$ cat config.mk
export PLATFORM = sky130hd
export DESIGN_NAME = bus_lane_packer
export DESIGN_NICKNAME = d
export VERILOG_FILES = /design/src/rtl/bus_lane_packer.sv
export SDC_FILE = /design/constraint.sdc
export NUM_CORES = 1
export LEC_CHECK = 0
export CAP_MARGIN = 0
export CORE_ASPECT_RATIO = 1.2
export CORE_MARGIN = 1.5
export CORE_UTILIZATION = 45
export CTS_BUF_LIST = sky130_fd_sc_hd__clkbuf_4
export DETAILED_ROUTE_END_ITERATION = 7
export PLACE_DENSITY_LB_ADDON = 0.2
export SYNTH_ARGS = -nofsm -noshare
export SYNTH_HDL_FRONTEND = slang
export SYNTH_SLANG_ARGS = --single-unit
$ cat constraint.sdc
create_clock -name clk -period 2.4 [get_ports clk]
set_clock_uncertainty 0.15 [all_clocks]
set_input_delay 0.48 -clock clk [delete_from_list [all_inputs] [get_ports clk]]
set_output_delay 0.48 -clock clk [all_outputs]
set_load 0.005 [all_outputs]
$ cat src/rtl/bus_lane_packer.sv
// Gathers LANE_W-bit lanes (lane 0 = LSB) into an LANES-wide word, with early termination via in_last.
// The output word is visible the edge after its completing lane; stalls hold the word and deassert in_ready.
`timescale 1ns/1ps
module bus_lane_packer #(
  parameter int LANE_W = 8,
  parameter int LANES  = 4,
  localparam int IDX_W = (LANES > 1) ? $clog2(LANES) : 1
) (
  input  logic                    clk,
  input  logic                    rst_n,
  input  logic [LANE_W-1:0]       in_data,
  input  logic                    in_valid,
  input  logic                    in_last,
  output logic                    in_ready,
  output logic [LANE_W*LANES-1:0] out_data,
  output logic [LANES-1:0]        out_keep,
  output logic                    out_valid,
  input  logic                    out_ready,
  output logic [IDX_W:0]          lanes_held
);

  localparam logic [IDX_W-1:0] LAST_IDX = IDX_W'(LANES - 1);

  logic [IDX_W-1:0]        idx;
  logic [LANE_W*LANES-1:0] asm_word;
  logic [LANE_W*LANES-1:0] merged;
  logic [LANES-1:0]        keep_mask;
  logic                    accept;
  logic                    complete;

  assign in_ready   = !out_valid || out_ready;
  assign accept     = in_valid && in_ready;
  assign complete   = accept && ((idx == LAST_IDX) || in_last);
  assign lanes_held = {1'b0, idx};

  // Completed word is the assembly register with the arriving lane dropped into slot idx.
  always_comb begin
    merged = asm_word;
    merged[idx*LANE_W +: LANE_W] = in_data;
    keep_mask = '0;
    for (int k = 0; k < LANES; k++) begin
      keep_mask[k] = (k <= int'(idx));
    end
  end

  always_ff @(posedge clk or negedge rst_n) begin
    if (!rst_n) begin
      idx       <= '0;
      asm_word  <= '0;
      out_data  <= '0;
      out_keep  <= '0;
      out_valid <= 1'b0;
    end else if (complete) begin
      // Also covers a same-cycle handoff: the new word replaces the old with no bubble.
      out_data  <= merged;
      out_keep  <= keep_mask;
      out_valid <= 1'b1;
      idx       <= '0;
      asm_word  <= '0;
    end else begin
      if (accept) begin
        asm_word[idx*LANE_W +: LANE_W] <= in_data;
        idx <= idx + 1'b1;
      end
      if (out_valid && out_ready) begin
        out_valid <= 1'b0;
      end
    end
  end

endmodule

==> metrics.yaml <==
layout_min_cycle_time_ns: 2.30
hold_viol: 0
min_from: "out_keep[0]"
ys_warn_count: 0
ys_seq_area_share_pct: 52.6
power.density_mw_per_mm2: 790
placed_area_mm2: 0.00407
cts_root_buf: "clkbuf_4"
r2r_start: "idx[0]"
syn_nets: 311
ys_dominant_reg_cell: "dfrtp_1"
nets: 376
synth.distinct_cells: 43
grt.total_usage_pct: 23.1
cts_tree: "built"
layout_commonest_cell: "dfrtp_1"
vias: 2704
maxClockFrequency_ghz: 0.434
portBuffers: 52
firstDrtPassIters: 4
async_reset_ff_share_pct: 100
cts.sinks: 71
numCtsBuffers: 9
antenna_found_initial: 0
core_mm2: 0.00727
criticalPathCategory: "input pin to output port"
cts_buffer_depth: 2
rows: 34
crit_arrival_ns: 1.67
clkLatencyLatePin_ns: 0.41
gp_congestion: 0.754
post_cts_buffers: 0
fin_tns_setup_ns: 0
wl_um: 8410
drc: 0
drive_gt1_share_pct: 14.1
final_cell_mix: "71 x dfrtp_1, 51 x clkdlybuf4s50_1, 31 x a31oi_1"
dp_hpwl_um: 5710
initial_core_util_pct: 46.4
critPathLaunchType: "input pin"
area_delta_synth_final_pct: 25.5
slew_viol_final: 0
outcome: "finished clean"
finalSetupViolCount: 0
wl_per_cell_um: 18.7
fin_crit_sh_pct: 95.9
drt-initial-drc-count: 176
ys_seq_elements: 71
fin_cells: 451
vias_per_cell: 6.00
critical_path.max_fanout: 2
ff_latch_area_mm2: 0.00178
cp_data_required_time_ns: 1.77
rsz0062_at_grt: "false"
die_w_um: 82.1
totalPowerFinal_w: 0.00335
die_y_um: 97.9
grt_pass1_wl_um: 13900
ioPinCount: 54
final_util_pct: 58.2
grt_pass1_vias: 2717
p_leak_nw: 1.79
n_fill_cell: 629
syn-instance-count: 291
ctsHtreeMaxLevel: 3
hp-class: "flop to flop"
grt_max_degree: 72
path_clk_slew_ns: 0.11
vdd_drop_max_uv: 507
final_cell_area_mm2: 0.00424
crit_path_start: "out_ready"
synth_edf_count: 0
cts-resized-gates: 0
die_area_mm2: 0.00803
endpoint_kind: "output port"
insertedDiodeCount: 0
antenna_left: 0
overflow: 0
multiInputGateArea_mm2: 0.00140
dp.cells: 434
netlist_area_mm2: 0.00338
postSynthAreaPerCell_um2: 11.6
maxCapViolCount: 0
[layer usage]
metal,up-vias,GRT usage [%],part of all wire (%)
li1,1259,-,-
met1,1375,30.8,41
met2,61,37.1,52
met3,9,4.49,5.3
met4,0,7.82,1.4
met5,-,0,0
[kinds of logic after synthesis]
| family | Yosys count | share of synthesized area [%] |
|---|---|---|
| AOI/OAI and AO/OA | 119 | 27.2 |
| other | 1 | 0.111 |
| buffers and inverters | 34 | 5.78 |
| adders and majority gates | 7 | 2.59 |
| and+or+nand+nor | 58 | 11.4 |
| muxes | 1 | 0.297 |
| DFF | 71 | 52.6 |
[critical path: stages]
cell and delay [ns]:
clkdlybuf4s50_1 0.45, and2b_4 0.19, inv_4 0.06, clkdlybuf4s50_1 0.49
[power by group]
group | internal, W | switching, W
Sequential | 0.00137 | 0.0000989
Clock | 0.000439 | 0.000407
Combinational | 0.000551 | 0.000480
Total | 0.00236 | 0.000986
[per-stage QoR]
stage	hold slack, ns	setup slack [ns]
3_5_place_dp	0.301	-0.0141
2_1_floorplan	0.0344	0.265
6_report	0.323	0.0975
4_1_cts	0.330	0.0891
5_1_grt	0.352	0.0662
3_3_place_gp	0.300	0.0296
[worst paths after layout]
path	to	slack, ns	depth (start not counted)
setup / recovery	in_ready	0.1	4
setup reg to reg	asm_word[17]	0.27	6
max in group asynchronous	out_data[15]	1.33	3
min in group asynchronous	out_data[22]	0.45	3
hold reg to reg	out_keep[0]	0.32	1
hold / removal	out_keep[0]	0.32	1
[cells in the mapped netlist, types with 8 or more instances]
master / count / area share [%]
dfrtp_1: 71 / 53
a31oi_1: 31 / 5.7
a21oi_1: 21 / 3.1
a32o_1: 17 / 5.0
nand2_1: 14 / 1.6
buf_2: 13 / 1.9
o32a_1: 11 / 3.3
a22o_1: 9 / 2.3
inv_1: 9 / 1.0
nor2b_1: 9 / 1.7
o2bb2ai_1: 8 / 2.1
[cell type report]
cell class / instances / area share (%)
Clock inverter: 5 / 1.71
Clock buffer: 11 / 1.95
Timing Repair Buffer: 77 / 17.5
Inverter: 11 / 1.03
Multi-Input combinational cell: 186 / 33.1
Sequential cell: 71 / 41.9
Tap cell: 90 / 2.66
[sequential cells by signal (all words and copies together) (netlist names)]
| register | flops |
|---|---|
| asm_word | 32 |
| out_data | 32 |
| out_keep | 4 |
| idx | 2 |
| out_valid | 1 |
[what timing repair did]
item,CTS,global route
endpoints found under the setup margin,0,0
hold endpoints to repair,71,0
hold buffers,1,0
(Power assumes the default switching activity.)
